## src/rtl/breakout_game_ctrl.sv

```systemverilog
// Breakout game sequencer: turns button presses and per-frame hit/miss
// pulses from the graphics block into the game state, BCD score, lives,
// bricks-remaining count, a brick-field clear strobe and a hold timer.
module breakout_game_ctrl #(
  parameter int unsigned LIVES       = 3,
  parameter int unsigned NUM_BRICKS  = 48,
  parameter int unsigned TIMER_TICKS = 120
) (
  input  logic        clk,
  input  logic        reset,
  input  logic [4:0]  btn_i,
  input  logic        refr_tick_i,
  input  logic        hit_i,
  input  logic        miss_i,
  output logic        gra_still_o,
  output logic        clear_bricks_o,
  output logic [2:0]  state_o,
  output logic [1:0]  lives_o,
  output logic [15:0] score_o,
  output logic [5:0]  bricks_left_o,
  output logic        timer_busy_o
);

  typedef enum logic [2:0] {
    S_NEWGAME = 3'd0,
    S_PLAY    = 3'd1,
    S_NEWBALL = 3'd2,
    S_OVER    = 3'd3,
    S_WIN     = 3'd4
  } state_t;

  localparam logic [1:0] LIVES_INIT  = 2'(LIVES);
  localparam logic [5:0] BRICKS_INIT = 6'(NUM_BRICKS);
  localparam logic [6:0] TIMER_INIT  = 7'(TIMER_TICKS);

  // Saturating 4-digit BCD increment: 9999 stays 9999.
  function automatic logic [15:0] bcd_inc_sat(input logic [15:0] v);
    logic [15:0] r;
    logic        carry;
    r     = v;
    carry = 1'b1;
    if (v != 16'h9999) begin
      for (int i = 0; i < 4; i++) begin
        if (carry) begin
          if (v[i*4 +: 4] >= 4'd9) begin
            r[i*4 +: 4] = 4'd0;
            carry       = 1'b1;
          end else begin
            r[i*4 +: 4] = v[i*4 +: 4] + 4'd1;
            carry       = 1'b0;
          end
        end else begin
          r[i*4 +: 4] = v[i*4 +: 4];
        end
      end
    end else begin
      r = v;
    end
    return r;
  endfunction

  state_t      state_q;
  logic [1:0]  lives_q;
  logic [15:0] score_q;
  logic [5:0]  bricks_q;
  logic [6:0]  timer_q;
  logic        clear_q;
  logic        btn_prev_q;

  logic        btn_any_s;
  logic        press_s;
  logic        hit_ok_s;
  logic        win_s;
  logic        load_s;
  logic [15:0] score_d;

  // Press detection, hit qualification and timer-load decode from current state.
  always_comb begin
    btn_any_s = |btn_i;
    press_s   = btn_any_s & ~btn_prev_q;
    // A hit with an empty field cannot happen legally; it is dropped.
    hit_ok_s  = (state_q == S_PLAY) && hit_i && (bricks_q != 6'd0);
    win_s     = hit_ok_s && (bricks_q == 6'd1);
    load_s    = win_s || ((state_q == S_PLAY) && miss_i);
    score_d   = bcd_inc_sat(score_q);
  end

  // Game FSM together with its counters, hold timer and clear strobe.
  always_ff @(posedge clk or posedge reset) begin
    if (reset) begin
      state_q    <= S_NEWGAME;
      lives_q    <= LIVES_INIT;
      score_q    <= 16'h0000;
      bricks_q   <= BRICKS_INIT;
      timer_q    <= 7'd0;
      clear_q    <= 1'b0;
      btn_prev_q <= 1'b0;
    end else begin
      btn_prev_q <= btn_any_s;
      clear_q    <= 1'b0;

      // Load has priority over the refresh-tick countdown.
      if (load_s) begin
        timer_q <= TIMER_INIT;
      end else if (refr_tick_i && (timer_q != 7'd0)) begin
        timer_q <= timer_q - 7'd1;
      end else begin
        timer_q <= timer_q;
      end

      case (state_q)
        S_NEWGAME: begin
          if (press_s) begin
            score_q  <= 16'h0000;
            lives_q  <= LIVES_INIT;
            bricks_q <= BRICKS_INIT;
            clear_q  <= 1'b1;
            state_q  <= S_PLAY;
          end else begin
            state_q <= S_NEWGAME;
          end
        end
        S_PLAY: begin
          if (hit_ok_s) begin
            score_q  <= score_d;
            bricks_q <= bricks_q - 6'd1;
          end else begin
            bricks_q <= bricks_q;
          end
          // Emptying the field wins even if the ball is lost in the same cycle.
          if (win_s) begin
            state_q <= S_WIN;
          end else if (miss_i) begin
            if (lives_q <= 2'd1) begin
              lives_q <= 2'd0;
              state_q <= S_OVER;
            end else begin
              lives_q <= lives_q - 2'd1;
              state_q <= S_NEWBALL;
            end
          end else begin
            state_q <= S_PLAY;
          end
        end
        S_NEWBALL: begin
          // Presses during the hold are simply dropped, never queued.
          if ((timer_q == 7'd0) && press_s) begin
            state_q <= S_PLAY;
          end else begin
            state_q <= S_NEWBALL;
          end
        end
        S_OVER, S_WIN: begin
          if (timer_q == 7'd0) begin
            state_q <= S_NEWGAME;
          end else begin
            state_q <= state_q;
          end
        end
        default: begin
          state_q <= S_NEWGAME;
        end
      endcase
    end
  end

  assign gra_still_o    = (state_q != S_PLAY);
  assign clear_bricks_o = clear_q;
  assign state_o        = state_q;
  assign lives_o        = lives_q;
  assign score_o        = score_q;
  assign bricks_left_o  = bricks_q;
  assign timer_busy_o   = (timer_q != 7'd0);

endmodule

```

## config.mk

```make
export PLATFORM = sky130hd
export DESIGN_NAME = breakout_game_ctrl
export DESIGN_NICKNAME = d
export VERILOG_FILES = /design/src/rtl/breakout_game_ctrl.sv
export SDC_FILE = /design/constraint.sdc
export NUM_CORES = 1
export LEC_CHECK = 0
export BUFFER_PORTS_ARGS = -buffer_cell sky130_fd_sc_hd__buf_2
export CORE_ASPECT_RATIO = 1.1
export CORE_MARGIN = 4
export CORE_UTILIZATION = 55
export CTS_BUF_LIST = sky130_fd_sc_hd__clkbuf_8
export DETAILED_ROUTE_END_ITERATION = 8
export GPL_TIMING_DRIVEN = 0
export PLACE_DENSITY = 0.88
export SYNTH_ARGS = -nofsm -noshare
export SYNTH_HDL_FRONTEND = slang
export SYNTH_SLANG_ARGS = --single-unit
export TNS_END_PERCENT = 10
```

## constraint.sdc

```tcl
create_clock -name clk -period 2.38 [get_ports clk]
set_input_delay 0.238 -clock clk [delete_from_list [all_inputs] [get_ports clk]]
set_output_delay 0.238 -clock clk [all_outputs]
set_load 0.05 [all_outputs]
```

==> Word-level counts from Yosys, hierarchy flattened <==
Cells that the tools add are included.
{ "totals": {"romBits": 0, "mem_bits_rw": 0, "ff_bits": 36, "memories": 0, "wordCells": 99, "latchBits": 0, "input_bits": 10, "output_inout_bits": 30} }
{ "op_classes": {"n_lt_le_gt_ge": 5, "mul": 0, "n_reduce_logical": 21, "bitwise_logic": 2, "add_sub_neg": 7, "eq_ne": 16, "muxes": 38, "shift": 0, "n_div": 0} }
{ "op_table": {"columns": ["op", "n"], "rows": [
  ["$mux 16", 3],
  ["$pmux 16 s2", 1],
  ["$mux 4", 7],
  ["$add 4x1->4 const B", 4],
  ["$ge 4x4->1 const B", 4],
  ["$ne 16x16->1 const B", 1],
  ["$reduce_and 5->1", 3],
  ["$mux 7", 2],
  ["$mux 1", 12],
  ["$mux 6", 2],
  ["$pmux 3 s4", 1],
  ["$pmux 6 s2", 1],
  ["$mux 2", 5],
  ["$ne 2x2->1 const B", 5],
  ["$mux 3", 3],
  ["$ne 2x1->1 const B", 4],
  ["$reduce_and 4->1", 2],
  ["$logic_not 7->1", 1],
  ["$reduce_bool 7->1", 1],
  ["$sub 7x1->7 const B", 1],
  ["$eq 3x2->1 const B", 2],
  ["$eq 6x1->1 const B", 1],
  ["$logic_and 1x1->1", 6],
  ["$reduce_bool 6->1", 1],
  ["15 further kinds", 16]
]} }

==> Longest topological paths before layout <==
Gate-level depths: netlist of run 1.
{ "logic_depth": {"ltp_word": 11, "depth_mapped": 8, "mapped_depth_nobuf": 7} }

==> Worst setup path after synthesis of run 1 <==
Ideal clock, no wire load.
{ "synth_timing": {"path_kind": "reg-to-reg", "start": "register state_q[0], in the netlist state_o[0]", "end": "register score_q[14], in the netlist score_o[14]", "setup_ns": 0.144, "synth_period_minus_slack_ns": 2.322, "required_time_ns": 2.236, "path_buffers": 1, "slack_ns": 0.058, "t_arrival_ns": 2.179, "path_stages_with_launch": 7, "path_cell_list": "dfrtp_1 > nor3b_1 > clkbuf_1 > inv_1 > nor2_1 > or2_1 > o41ai_2"} }
{ "synth_between": {"elab_chain_len": 5, "elab_cells_between_ends": 11, "classes_between": "5 x eq/ne; 1 x mux; 5 x reduce/logical"} }
{ "synth_lines": {"columns": ["item", "line_no", "rtl"], "rows": [
  ["start: declaration", "62", "state_t state_q;"],
  ["start signal: assignment", "157", "state_q <= state_q;"],
  ["$eq 3x1->1", "82, 111", null],
  ["$logic_and 1x1->1 (2 in a row)", "82", "hit_ok_s = (state_q == S_PLAY) && hit_i && (bricks_q != 6'd0);"],
  ["$ne 2x2->1 (no source line)", null, null],
  ["$reduce_and 5->1 (no source line)", null, null],
  ["end signal: assignment", "125", "score_q <= score_d;"],
  ["end: declaration", "64", "logic [15:0] score_q;"]
]} }
Several ways; a longest one is shown, not always the timed one.
A chain may end at the register's enable or synchronous reset.

==> Worst setup path in the final report of run 1 <==
{ "layout_timing": {"start": "register state_q[1], in the netlist state_o[1]", "end": "output port gra_still_o"} }
{ "layout_between": {"elab_chain_len": 1} }
{ "layout_lines": {"columns": ["item", "line_no", "rtl"], "rows": [
  ["$ne 3x1->1", "167", "assign gra_still_o = (state_q != S_PLAY);"],
  ["end: declaration", "15", "output logic gra_still_o,"]
]} }
Every way passes these cells.

==> flow_summary.ini, run 1 <==
[setup_path]
critPathMaxStageDelay_ps = 440
critPathRequiredTime_ps = 2140
reg2reg_slack_ps = 160
cp_max_fo = 10
timing.rr.start = state_o[1]
r2r_end = score_o[12]
path_cells = nor3b_1 -> clkbuf_1 -> inv_1 -> buf_2
worstRegToRegCells = 6
crit_type = reg2out
path_buf_inv = 3
crit_path_start_kind = register
cp.arrival_ps = 2000
slowest_stage = dfrtp_1
end_kind = output pin
path_delay_family = buffers and inverters

[sta]
period_minus_slack_ps = 2240
slew_headroom_pct = 50.8
fmax_ghz = 0.446
finalSetupTns_ps = 0
finalHoldViolCount = 0
setup_viol = 0
skew_ps = 5.25
tightest_slew_ps = 736
maxSlewViolCount = 0
post-route-period-util_pct = 94.1
rsz0062_at_grt = no

[pwr]
p_leak_uw = 0.00114
pwr_density_cell_nw_per_um2 = 1010
peakVddDrop_mv = 0.903

[drt]
post-route-drc-count = 0
wl_um = 4440
via_per_inst = 5.44
vias = 1763
antenna_left = 0
drt-wirelength-per-cell_um = 13.7
drt-initial-drc-count = 127
drt-pass1-iter-count = 5

[clocking]
clock_latency_ps = 290
numCtsBuffers = 5
cts_tree = yes
cts_buffer_depth = 2
cts.sinks = 36
clk_pin_slew_ps = 70
cts_hold_buf = 0
cts_max_level = 2
root_buffer = clkbuf_8

[placed_design]
port_buffers = 39
dp_hpwl_um = 3280
gp_congestion = 0.860
placed_cell_area_sq_um = 2360

[synth]
synth_area_leaders = dfrtp_1 38%, ha_1 9.5%, dfstp_2 5.0%, inv_1 5.0%, o21ai_0 4.5%
synth_top_flop_cell = dfrtp_1
synth_top_area_share_pct = 38.0
synth_fa_ha_area_share_pct = 9.51
syn_avg_cell_area_sq_um = 9.32
seq_area_frac_synth_pct = 43.0
synth_top_family_by_area = simple AND/OR/NAND/NOR gates
synth_top_area_cell = dfrtp_1
synthDistinctLibCells = 45
syn_area_sq_um = 2110
ys_ff_latch = 36
synth_compound_area_share_pct = 16.2
syn-instance-count = 226
asyncSetResetFlopFracSynth_pct = 100
synth_nets = 252
synth_simple_gate_area_share_pct = 21.2
ys_warn_count = 0
synth_mux_area_share_pct = 0
synth_edf_count = 0
synth_xor_area_share_pct = 4.16

[global_route]
grt_overflow_total = 0
grt_pass1_wl_um = 7750
antenna_found_initial = 0
grt_max_degree = 37
grtUsageTotal_pct = 20.8
grt_pass1_vias = 1762

[floorplanning]
die-area_sq_um = 4880
placeableCoreArea_sq_um = 3650
initial_core_util_pct = 57.6
die_h_um = 72.9
rows = 23
ios = 40
die_w_um = 67.0

[run]
cap_violations = 0

[outcome]
status = finished clean

[final_layout]
design_area_sq_um = 2470
final_nets = 299
drive_gt1_share_pct = 22.3
n_antenna_cell = 0
area_growth_syn_to_layout_pct = 17.2
num-fill-cells = 317

[min_path]
holdCritPathClass = in2async
[layout by cell type, fill, tap and decap left out, types with 3 or more instances in the layout]
| cell | Yosys | routed |
|---|---|---|
| o21a_1 | 3 | 3 |
| o31ai_1 | 4 | 4 |
| o21ai_0 | 19 | 19 |
| xor2_1 | 7 | 7 |
| a31oi_1 | 3 | 3 |
| ha_1 | 16 | 16 |
| o211ai_1 | 3 | 3 |
| nand3_1 | 8 | 8 |
| xnor2_1 | 3 | 3 |
| or4_1 | 3 | 3 |
| a21oi_1 | 3 | 3 |
| dfstp_2 | 4 | 4 |
| nor3b_1 | 5 | 5 |
| nand2_1 | 19 | 19 |
| inv_1 | 28 | 29 |
| nor3_1 | 7 | 7 |
| nand2b_1 | 7 | 7 |
| buf_2 | 1 | 40 |
| clkbuf_8 | 0 | 6 |
| nand4_1 | 3 | 3 |
| nor2_1 | 18 | 17 |
| dfrtp_1 | 32 | 32 |
[timing repair]
action	in CTS	in global routing
setup endpoints to repair	0	10
resized for setup	0	2
buffers inserted	0	1
[sequential cells by signal, summed over array words and instances (netlist names)]
name and flops:
score_o 16, timer_q 7, bricks_left_o 6, state_o 3, lives_o 2, btn_prev_q 1
clear_bricks_o 1
[area by class of cell]
cell class | instances | area, sq um | share of cell area, %
inverters | 28 | 105 | 4.26
repair buffers | 40 | 203 | 8.21
well taps | 50 | 62.6 | 2.54
flip-flops and latches | 36 | 906 | 36.7
clock buffers | 6 | 82.6 | 3.35
plain buffers | 3 | 20.0 | 0.811
clock inverters | 2 | 7.51 | 0.304
multi-input cells | 159 | 1080 | 43.8
[synth_stat cells, types with 2 or more instances]
cell      count
inv_1        28
a21oi_1       3
nand2_1      19
dfstp_2       4
o211ai_1      3
nand4_1       3
nor2_1       18
a21o_1        2
or4_1         3
or4_4         2
nand3_1       8
xnor2_1       3
xor2_1        7
a211oi_1      2
dfrtp_1      32
nor4_1        2
nor3_1        7
nand2b_1      7
o21ai_0      19
ha_1         16
nor3b_1       5
o21a_1        3
o21ai_1       2
and4b_1       2
a31oi_1       3
o31ai_1       4
[per-stage QoR]
step | setup slack, ps | instances | utilization [%] | total power, uW | hold WS [ps]
2_1_floorplan | 57.6 | 226 | - | 1800 | 364
3_3_place_gp | 122 | 315 | 64.7 | 2020 | 475
3_5_place_dp | 164 | 315 | 64.7 | 2060 | 485
4_1_cts | 146 | 323 | 67.1 | 2510 | 177
5_1_grt | 17.5 | 324 | 67.5 | 2670 | 136
6_report | 139 | 324 | 67.5 | 2500 | 67.9
[worst max-delay path by stage]
stage | start | to | depth (start not counted)
2_1_floorplan | state_o[0] | score_o[14] | 6
3_3_place_gp | state_o[1] | score_o[14] | 6
3_5_place_dp | state_o[1] | score_o[6] | 6
4_1_cts | state_o[1] | score_o[6] | 6
5_1_grt | state_o[0] | gra_still_o | 4
6_report | state_o[1] | gra_still_o | 4
[per-layer routing]
metal  part of all wire (%)  global-route usage [%]  routed length (um)  vias to the layer above
li1                       -                       -                   -                      877
met4                    1.6                    8.33                  70                        0
met2                     48                    34.4                2140                       51
met3                    7.2                    5.55                 318                        6
met5                      0                       0                   0                        -
met1                     43                    25.7                1910                      829
[power by group]
| part | internal, uW | switching [uW] | total [uW] |
|---|---|---|---|
| registers | 805 | 208 | 1010 |
| clock network | 227 | 214 | 441 |
| logic | 293 | 750 | 1040 |
| total | 1330 | 1170 | 2500 |
[worst reg2reg max path, delay by kind of cell, from the launching register on]
family	cells	cell delay, ps
simple gates	2	920
flops	1	440
compound gates	3	620
buf+inv	1	170
[cells by family after synthesis]
group | count (synthesis)
xor gates and xnor gates | 10
AOI/OAI and AO/OA | 50
buffers and inverters | 31
and+or+nand+nor | 83
adders and majority gates | 16
DFF | 36
(Power assumes the default switching activity.)
==> run 2: changes to the inputs <==
- CORE_MARGIN: 4 -> 10
==> run 2 against run 1 <==
Effect of this change:
- via count grew 2.4%
- combinational power is essentially flat
- critical path depth grew 1
- sequential share of layout area shrank 0.28 points
- flip-flop and latch count is the same
- sequential power is essentially flat
- clock skew grew 3.0 ps
- worst setup slack lost 2.0 ps
- clock power grew 9.1%
- highest routed layer unchanged
==> flow_summary.ini, run 2 (synthesis gave the netlist of run 1 again) <==
[global_route]
grtUsageTotal_pct = 15.5
grt_max_degree = 37
gr-usage-met1_pct = 17.3
grt_pass1_wl_um = 8490
grt_use_met3_pct = 5.49
antenna_found_initial = 0
grt_pass1_vias = 1869
top_usage_layer = met2
grtUsageMet2_pct = 25.3
grt_overflow_total = 0

[clocking]
clock_latency_ps = 290
cts.sinks = 36
cts_buffer_depth = 2
cts_max_level = 2
root_buffer = clkbuf_8
clk_pin_slew_ps = 80
cts_tree = yes
numCtsBuffers = 5
cts_hold_buf = 0

[setup_path]
cp_max_fo = 8
end_kind = register
startpoint = bricks_left_o[3]
crit_type = reg2reg
critPathRequiredTime_ps = 2560
timing.rr.start = bricks_left_o[3]
crit_path_end = score_o[10]
cp.arrival_ps = 2420
reg2reg_slack_ps = 140
r2r_end = score_o[10]
crit_path_start_kind = register
worstRegToRegCells = 5

[placed_design]
gp_congestion = 0.860
dp_hpwl_um = 3550
place_ws_ps = 46.9
placed_cells = 315
port_buffers = 39

[sta]
finalWorstSetupSlack_ps = 137
fmax_ghz = 0.446
setup_viol = 0
finalSetupTns_ps = 0
slew_headroom_pct = 49.6
maxSlewViolCount = 0
rsz0062_at_grt = no
skew_ps = 8.27
post-route-period-util_pct = 94.2
tightest_slew_ps = 755
period_minus_slack_ps = 2240
finalHoldViolCount = 0

[floorplanning]
ios = 40
rows = 23
die_w_um = 79.0
die_h_um = 84.9
placeableCoreArea_sq_um = 3650
die-area_sq_um = 6710
initial_core_util_pct = 57.6

[drt]
post-route-drc-count = 0
vias = 1805
drt-pass1-iter-count = 4
antenna_left = 0
drt-initial-drc-count = 125
drt-wirelength-per-cell_um = 15.0
via_per_inst = 5.55
wl_um = 4860

[final_layout]
area_growth_syn_to_layout_pct = 18.1
n_antenna_cell = 0
seq_area_sq_um = 906
num-fill-cells = 326
drive_gt1_share_pct = 22.9
final_cells = 325
largest_register_ffs = 16
final_common_cell = buf_2
final_nets = 300
final_cell_mix = 40 x buf_2, 32 x dfrtp_1, 28 x inv_1, 19 x nand2_1, 19 x o21ai_0
multi_input_area_sq_um = 1080

[min_path]
holdCritPathClass = in2async

[pwr]
peakVddDrop_mv = 0.737
p_leak_uw = 0.00115
pwr_density_cell_nw_per_um2 = 1030

[run]
cap_violations = 0

[outcome]
status = finished clean
run 2: worst min-delay path by stage:
| stage | slack (ps) | from | cells after the start | to |
|---|---|---|---|---|
| finish | 70 | reset | 2 | timer_q[1] |
| global route | 140 | reset | 2 | timer_q[1] |
| CTS | 190 | btn_i[4] | 3 | btn_prev_q |
| detailed placement | 490 | lives_o[1] | 2 | lives_o[0] |
| global placement | 470 | btn_i[4] | 3 | btn_prev_q |
| floorplan | 360 | btn_i[4] | 2 | btn_prev_q |
run 2: report_power, final:
group          internal (uW)  switching (uW)  leakage [uW]  total [uW]
clock network            260             221     0.0000557         481
logic                    295             761      0.000652        1060
registers                805             207      0.000443        1010
total                   1360            1190       0.00115        2550
run 2: stage by stage:
stage               area, sq um  utilization (%)  power (uW)  hold WS (ps)
finish                     2490             68.0        2550          73.7
global placement           2360             64.7        2030           475
global route               2490             68.0        2730           137
floorplan                  2110                -        1800           364
detailed placement         2360             64.7        2070           492
CTS                        2460             67.4        2560           193
run 2: layout make-up:
class                      instances  share of cell area (%)
buffer                             3                   0.805
clock buffer                       7                    3.88
clock inverter                     1                   0.151
inverter                          28                    4.23
multi-input combinational        159                    43.5
sequential                        36                    36.4
tap                               50                    2.52
timing repair buffer              41                    8.45
run 2: routing by layer:
layer	routed length, um	up-vias
li1	-	883
met1	2040	851
met2	2320	54
met3	338	17
met4	165	0
met5	0	-
run 2: repair_timing:
action	in CTS	in global routing
setup endpoints to repair	0	14
gates resized for setup	0	2
buffers inserted	0	2
run 2: critical path: stages, from the launching register on:
cell and delay, ps:
dfrtp_1 430, or4_4 510, o211a_1 320, o21ai_1 470
o22ai_1 170, a22o_1 220
